`config.mk`:
```
export PLATFORM = sky130hd
export DESIGN_NAME = store_merge_unit_flat
export DESIGN_NICKNAME = d
export VERILOG_FILES = /design/src/rtl/store_merge_unit_if.sv /design/src/rtl/store_merge_unit.sv /design/src/flat_wrapper.sv
export SDC_FILE = /design/constraint.sdc
export NUM_CORES = 1
export LEC_CHECK = 0
export ABC_AREA = 0
export BUFFER_PORTS_ARGS = -buffer_cell sky130_fd_sc_hd__clkbuf_2
export CAP_MARGIN = 20
export CORE_UTILIZATION = 43
export DETAILED_ROUTE_END_ITERATION = 6
export GPL_TIMING_DRIVEN = 1
export PLACE_DENSITY = 0.73
export SLEW_MARGIN = 5
export SYNTH_ARGS = -nofsm -noshare
export SYNTH_HDL_FRONTEND = slang
export SYNTH_SLANG_ARGS = --single-unit
export TNS_END_PERCENT = 10
```
`constraint.sdc`:
```
create_clock -name clk_i -period 1.9 [get_ports clk_i]
set_input_delay 0.19 -clock clk_i [delete_from_list [all_inputs] [get_ports clk_i]]
set_output_delay 0.19 -clock clk_i [all_outputs]
set_load 0.01 [all_outputs]
```
`src/rtl/store_merge_unit_if.sv`:
```
// Bundle between the store merge unit, its control unit and the data memory port.
// The master side drives the request and the memory read data; the slave side is the merge unit.
interface store_merge_unit_if;
    logic        start;
    logic [1:0]  size;
    logic [31:0] addr;
    logic [31:0] store_data;
    logic [31:0] mem_data;
    logic [31:0] mem_addr;
    logic        mem_write;
    logic [31:0] mem_write_data;
    logic        busy;
    logic        done;
    logic        err;

    modport master (
        output start, size, addr, store_data, mem_data,
        input  mem_addr, mem_write, mem_write_data, busy, done, err
    );

    modport slave (
        input  start, size, addr, store_data, mem_data,
        output mem_addr, mem_write, mem_write_data, busy, done, err
    );
endinterface

```
`src/rtl/store_merge_unit.sv`:
```
// Word/half/byte store into word-wide memory; sub-word stores read the old word,
// replace its low half or byte with the register operand and write the result back.
//
// state | meaning
// IDLE  | waiting for start; busy low
// READ  | address held, waiting MEM_LAT cycles for the old word
// WRITE | single-cycle write enable with merged data
// DONE  | one-cycle done pulse (with err for an illegal size)
module store_merge_unit #(
    parameter int unsigned MEM_LAT = 1
) (
    input  logic         clk_i,
    input  logic         rst_n_i,
    store_merge_unit_if.slave bus
);
    typedef enum logic [1:0] {
        IDLE  = 2'd0,
        READ  = 2'd1,
        WRITE = 2'd2,
        DONE  = 2'd3
    } state_t;

    localparam logic [1:0] LAST_RD = 2'(MEM_LAT - 1);

    state_t      state_q;
    logic [1:0]  cnt_q;
    logic        half_q;
    logic [15:0] data_q;
    logic [31:0] mem_addr_q;
    logic [31:0] wdata_q;
    logic        we_q;
    logic        busy_q;
    logic        done_q;
    logic        err_q;

    logic [31:0] keep_mask_d;
    logic [31:0] merged_d;

    // Old-word bits kept by the merge; the rest come from the latched operand.
    always_comb begin
        keep_mask_d = half_q ? 32'hFFFF_0000 : 32'hFFFF_FF00;
        merged_d    = (bus.mem_data & keep_mask_d) | ({16'h0000, data_q} & ~keep_mask_d);
    end

    always_ff @(posedge clk_i or negedge rst_n_i) begin
        if (!rst_n_i) begin
            state_q    <= IDLE;
            cnt_q      <= 2'd0;
            half_q     <= 1'b0;
            data_q     <= 16'h0000;
            mem_addr_q <= 32'h0000_0000;
            wdata_q    <= 32'h0000_0000;
            we_q       <= 1'b0;
            busy_q     <= 1'b0;
            done_q     <= 1'b0;
            err_q      <= 1'b0;
        end else begin
            we_q   <= 1'b0;
            done_q <= 1'b0;
            err_q  <= 1'b0;
            case (state_q)
                IDLE: begin
                    if (bus.start) begin
                        mem_addr_q <= bus.addr;
                        data_q     <= bus.store_data[15:0];
                        half_q     <= (bus.size == 2'b01);
                        busy_q     <= 1'b1;
                        case (bus.size)
                            2'b00: begin
                                wdata_q <= bus.store_data;
                                we_q    <= 1'b1;
                                state_q <= WRITE;
                            end
                            2'b01, 2'b10: begin
                                cnt_q   <= 2'd0;
                                state_q <= READ;
                            end
                            default: begin
                                done_q  <= 1'b1;
                                err_q   <= 1'b1;
                                state_q <= DONE;
                            end
                        endcase
                    end
                end
                READ: begin
                    cnt_q <= cnt_q + 2'd1;
                    if (cnt_q == LAST_RD) begin
                        wdata_q <= merged_d;
                        we_q    <= 1'b1;
                        state_q <= WRITE;
                    end
                end
                WRITE: begin
                    done_q  <= 1'b1;
                    state_q <= DONE;
                end
                DONE: begin
                    busy_q  <= 1'b0;
                    state_q <= IDLE;
                end
                default: state_q <= IDLE;
            endcase
        end
    end

    assign bus.mem_addr       = mem_addr_q;
    assign bus.mem_write      = we_q;
    assign bus.mem_write_data = wdata_q;
    assign bus.busy           = busy_q;
    assign bus.done           = done_q;
    assign bus.err            = err_q;
endmodule

```
`src/flat_wrapper.sv`:
```
// flat-port wrapper written by rule: the top's interface ports become plain ports
module store_merge_unit_flat 
#(
    parameter int unsigned MEM_LAT = 1
)
  (clk_i, rst_n_i, bus_start, bus_size, bus_addr, bus_store_data, bus_mem_data, bus_mem_addr, bus_mem_write, bus_mem_write_data, bus_busy, bus_done, bus_err);
  store_merge_unit_if bus_i ();
  input  logic clk_i;
  input  logic rst_n_i;
  input wire logic [$bits(bus_i.start)-1:0] bus_start;
  input wire logic [$bits(bus_i.size)-1:0] bus_size;
  input wire logic [$bits(bus_i.addr)-1:0] bus_addr;
  input wire logic [$bits(bus_i.store_data)-1:0] bus_store_data;
  input wire logic [$bits(bus_i.mem_data)-1:0] bus_mem_data;
  output wire logic [$bits(bus_i.mem_addr)-1:0] bus_mem_addr;
  output wire logic [$bits(bus_i.mem_write)-1:0] bus_mem_write;
  output wire logic [$bits(bus_i.mem_write_data)-1:0] bus_mem_write_data;
  output wire logic [$bits(bus_i.busy)-1:0] bus_busy;
  output wire logic [$bits(bus_i.done)-1:0] bus_done;
  output wire logic [$bits(bus_i.err)-1:0] bus_err;
  assign bus_i.start = bus_start;
  assign bus_i.size = bus_size;
  assign bus_i.addr = bus_addr;
  assign bus_i.store_data = bus_store_data;
  assign bus_i.mem_data = bus_mem_data;
  assign bus_mem_addr = bus_i.mem_addr;
  assign bus_mem_write = bus_i.mem_write;
  assign bus_mem_write_data = bus_i.mem_write_data;
  assign bus_busy = bus_i.busy;
  assign bus_done = bus_i.done;
  assign bus_err = bus_i.err;
  store_merge_unit #(.MEM_LAT(MEM_LAT)) u_core (.clk_i(clk_i), .rst_n_i(rst_n_i), .bus(bus_i));
endmodule
```
* Yosys cells after proc, flatten, opt, wreduce, memory -nomap -nowiden
Index checks and enable logic that the tools add are counted.
** Storage, ports and cells
- Flip-flop bits (word level) :: 89
- Word-level logic and storage cells :: 58
- Bits in read-only memories :: 0
- Latch bits :: 0
- Bits in writable memories :: 0
- Input port bits :: 101
- Memories :: 0
- Output and inout bits :: 68
** Operators by class
- Reductions and logical operators :: 12
- Shift operators :: 0
- Multiply operators :: 0
- Bitwise logic cells :: 4
- $add $sub $neg :: 1
- Magnitude comparators :: 0
- Mux-type cells :: 22
- Divide/modulo/power cells :: 0
- Equality and inequality tests :: 9
** Operators with widths (count)
- $mux 32 :: 3
- $pmux 32 s2 :: 1
- $and 16x32->32 :: 1
- $and 32x32->32 :: 1
- $not 32->32 :: 1
- $or 32x32->32 :: 1
- $mux 16 :: 1
- $mux 2 :: 4
- $pmux 2 s2 :: 2
- $pmux 2 s4 :: 1
- $mux 1 :: 7
- $eq 2x2->1 const B :: 3
- $logic_not 2->1 :: 3
- $ne 2x2->1 const B :: 3
- $pmux 1 s2 :: 3
- $reduce_and 2->1 :: 3
- $eq 2x1->1 const B :: 2
- $reduce_and 4->1 :: 1
- $reduce_bool 2->1 :: 2
- $reduce_and 3->1 :: 1
- $reduce_or 3->1 :: 1
- $add 2x1->2 const B :: 1
- $ne 2x1->1 const B :: 1
- $reduce_or 2->1 :: 1

* Depth between registers and ports, before layout
- Word-level depth :: 6
- Depth in mapped cells :: 7
- Mapped depth without buffers :: 5

* Worst setup path after synthesis
Ideal clock, no wire load.
- Path kind :: reg2reg
- From :: reg u_core.state_q[1]
- To :: reg u_core.wdata_q[25], in the netlist u_core.bus.mem_write_data[25]
- Arrival :: 1.737 ns
- Buffers on the path :: 2
- Data required time :: 1.773 ns
- Slack :: 0.036 ns
- Cell stages (with the launch flop) :: 7
- Setup time :: 0.127 ns
- Period minus slack after synthesis :: 1.864 ns
- Cell sequence :: dfrtp_1 -> inv_1 -> ha_1 -> buf_4 -> clkbuf_1 -> mux2_2 -> mux2_1
** On the way
- Longest elaborated chain between the ends :: 3
- Elaborated cells on any way between the ends :: 8
- Those cells by class :: 4 x eq/ne; 1 x mux; 3 x reduce/logical
** Ends and longest elaborated chain
- start, declared :: line store_merge_unit.sv:25 : state_t state_q;
- start signal, assigned :: line store_merge_unit.sv:47 : state_q <= IDLE;
- start signal, assigned :: line store_merge_unit.sv:72 : state_q <= WRITE;
- start signal, assigned :: line store_merge_unit.sv:76 : state_q <= READ;
- $eq 2x1->1 / $logic_not 2->1 (equally long branches) :: line store_merge_unit.sv:61 : case (state_q)
- $ne 2x1->1 (no line), or another cell as far along
- $reduce_and 4->1 (no line)
- end signal, assigned :: line store_merge_unit.sv:70 : wdata_q <= bus.store_data;
- end signal, assigned :: line store_merge_unit.sv:89 : wdata_q <= merged_d;
- end, declared :: line store_merge_unit.sv:30 : logic [31:0] wdata_q;
Parallel ways exist; a longest one is shown, timed or not.
A chain may end at the register's enable or synchronous reset.

* Worst setup path after layout
- From :: reg u_core.state_q[1]
- To :: reg u_core.wdata_q[11], in the netlist u_core.bus.mem_write_data[11]
Same word-level chain as after synthesis.

==> reports/results.tsv <==
metric	value	unit
h-tree-depth	3	
yosys_most_used_dff	dfrtp_1	
final_cell_mix	clkbuf_2 (159), mux2_2 (103), dfrtp_1 (88)	
groute.usage.overall	17.6	%
fmax	542	MHz
drt-initial-drc-count	63	
p_per_area	1660	nW/µm²
power_switching	2930	µW
ys_seq_elements	89	
dp_hpwl	5810	µm
critPathRequiredTime	2.13	ns
path_class	flip-flop to flip-flop	
finalMaxSlewViolations	0	
antenna_cells	0	
seq_power_share	38.4	%
antenna_found_initial	0	
core	8810	µm²
remaining_drc_errors	8	
ant_nets	0	
synth_area	3960	µm²
wire_per_inst	14.3	µm
insertion_delay	0.35	ns
vias	2803	
yosys_warnings	0	
cp_data_arrival_time	2.07	ns
setup_viol	0	
start_util	45.0	%
clockPowerShare	14.6	%
power.internal	5860	µW
period_share	97.1	%
hold_slack	0.0652	ns
grt_max_degree	46	
die_area	9600	µm²
clockBufferDepth	2	
drv_cap	0	
period_needed	1.85	ns
r2r_start	u_core.state_q[1]	
layout_commonest_cell	clkbuf_2	
switching_share	33.3	%
first_pass_iters	6	
cts_buffers	9	
netlist.area_leader.share	56.2	%
min_path_type	input port to flip-flop	
syn-num-nets	385	
crit_path_end_kind	flip-flop	
multiInputGateArea	1630	µm²
avgSynthCellArea	14.4	µm²
worstHoldStart	bus_addr[24]	
io_pins	169	
total_power	8790	µW
skew	0.0142	ns
violations	design-rule violations	
clock_sinks	89	
crit_start	u_core.state_q[1]	
regArea	2230	µm²
ir_worst_vdd	782	µV
synth_largest_area_cell	dfrtp_1	
comb_power_share	47.0	%
fin_nets	562	
rows	34	
cp-start-kind	flip-flop	
drive_gt1_share	66.9	%
dieWidth	98.0	µm
status	finished with violations	
overflow	0	
synthTopCellsByArea	dfrtp_1 (56%), mux2_2 (29%), ha_1 (2.8%)	
finalWirelength	8070	µm
gp_congestion	0.726	
p_leak	0.00258	µW
worstMarginPinSlew	0.584	ns
hold_viol_final	0	
cts-root-buf	clkbuf_8	
syn_inst	275	
max_slew_margin	61.0	%
yosys.cell_types.count	24	
portBuffers	160	
vias_per_cell	4.97	
synth_edf_count	0	
postSynth.asyncResetShare	100	%
die-height	98.0	µm
crit_path_max_fanout	9	
grt_pass1_vias	2969	
num-fill-cells	734	
yosysSeqAreaShare	56.2	%
clk_pin_slew	0.09	ns
cts_tree	done	
grt_pass1_wl	13400	µm
syn2layout_area_growth	33.3	%
routing by layer:
metal  routed length, µm  GRT usage [%]  share of wire, %  vias up
li1                    -              -                 -     1325
met1                3300           20.7                41     1369
met2                4070           30.8                50      101
met3                 598           5.08               7.4        8
met4                  98           6.29               1.2        0
met5                   0              0                 0        -
state kept, by name (all words and copies together), names as in the netlist:
name / flops
u_core.bus.mem_addr: 32
u_core.bus.mem_write_data: 32
u_core.state_q: 2
u_core.bus.done: 1
u_core.bus.err: 1
u_core.cnt_q: 2
u_core.half_q: 1
u_core.bus.busy: 1
u_core.data_q: 16
u_core.bus.mem_write: 1
final cells by class:
type                    instances  area share, %
clock buffers                  11           2.68
clock inverters                 4           1.02
inverters                       9          0.640
multi-input cells             163           30.9
flip-flops and latches         89           42.2
well taps                     108           2.56
repair buffers                180           20.0
per-stage QoR:
step	util, %	std cells	cell area, µm²	TNS [ns]	setup slack [ns]
6_report	60.0	564	5280	0	0.0547
5_1_grt	60.0	564	5280	-0.0224	-0.0156
4_1_cts	58.5	555	5150	0	0.00884
3_5_place_dp	56.2	539	4940	0	0.0311
3_3_place_gp	56.2	539	4940	0	0.0835
2_1_floorplan	-	275	3960	0	0.0356
path summary, 6_finish.rpt:
path / to / slack, ns / depth (start not counted)
max: u_core.bus.mem_write_data[11] / 0.05 / 7
max reg2reg: u_core.bus.mem_write_data[11] / 0.05 / 7
min reg2reg: u_core.bus.mem_write_data[25] / 0.50 / 1
max in group asynchronous: u_core.bus.mem_write_data[12] / 0.85 / 3
min: u_core.bus.mem_addr[24] / 0.07 / 2
min in group asynchronous: u_core.bus.mem_addr[13] / 0.36 / 2
worst max-delay path, cell delays in order, from the launching register on:
cell and delay, ns:
dfrtp_1 0.43, inv_2 0.11, ha_2 0.21, mux2i_1 0.12
nor3_4 0.23, buf_12 0.14, buf_6 0.14, mux2_2 0.34
synthesized netlist by cell type (2+ instances only):
cell,n
nand3_1,2
nor2b_1,4
nor2_1,8
inv_1,9
ha_1,9
a21oi_1,10
buf_6,3
buf_2,6
mux2i_1,10
mux2_1,2
clkbuf_1,4
mux2_2,103
o21ai_0,6
dfrtp_1,89
cell families after synthesis:
family / share of synthesized area, %
AO/OA/AOI/OAI: 3.09
adder cells (fa/ha/maj): 2.84
buffers and inverters: 3.03
flip-flops: 56.2
multiplexers: 32.4
AND/OR/NAND/NOR: 2.46
power groups by stage:
stage	Combinational [µW]	Clock (µW)	Sequential [µW]
global placement	3810	0	3340
detailed placement	3900	0	3410
floorplan	2220	0	3650
CTS	3900	1340	3370
finish	4130	1290	3370
global route	4490	1420	3500
repair_timing:
item / CTS / global route
hold buffers: 1 / 0
endpoints found under the hold margin: 44 / 0
setup buffers: 0 / 7
endpoints found under the setup margin: 0 / 32
resized for setup: 0 / 6
Note: power is estimated with default switching activity, not from simulation.
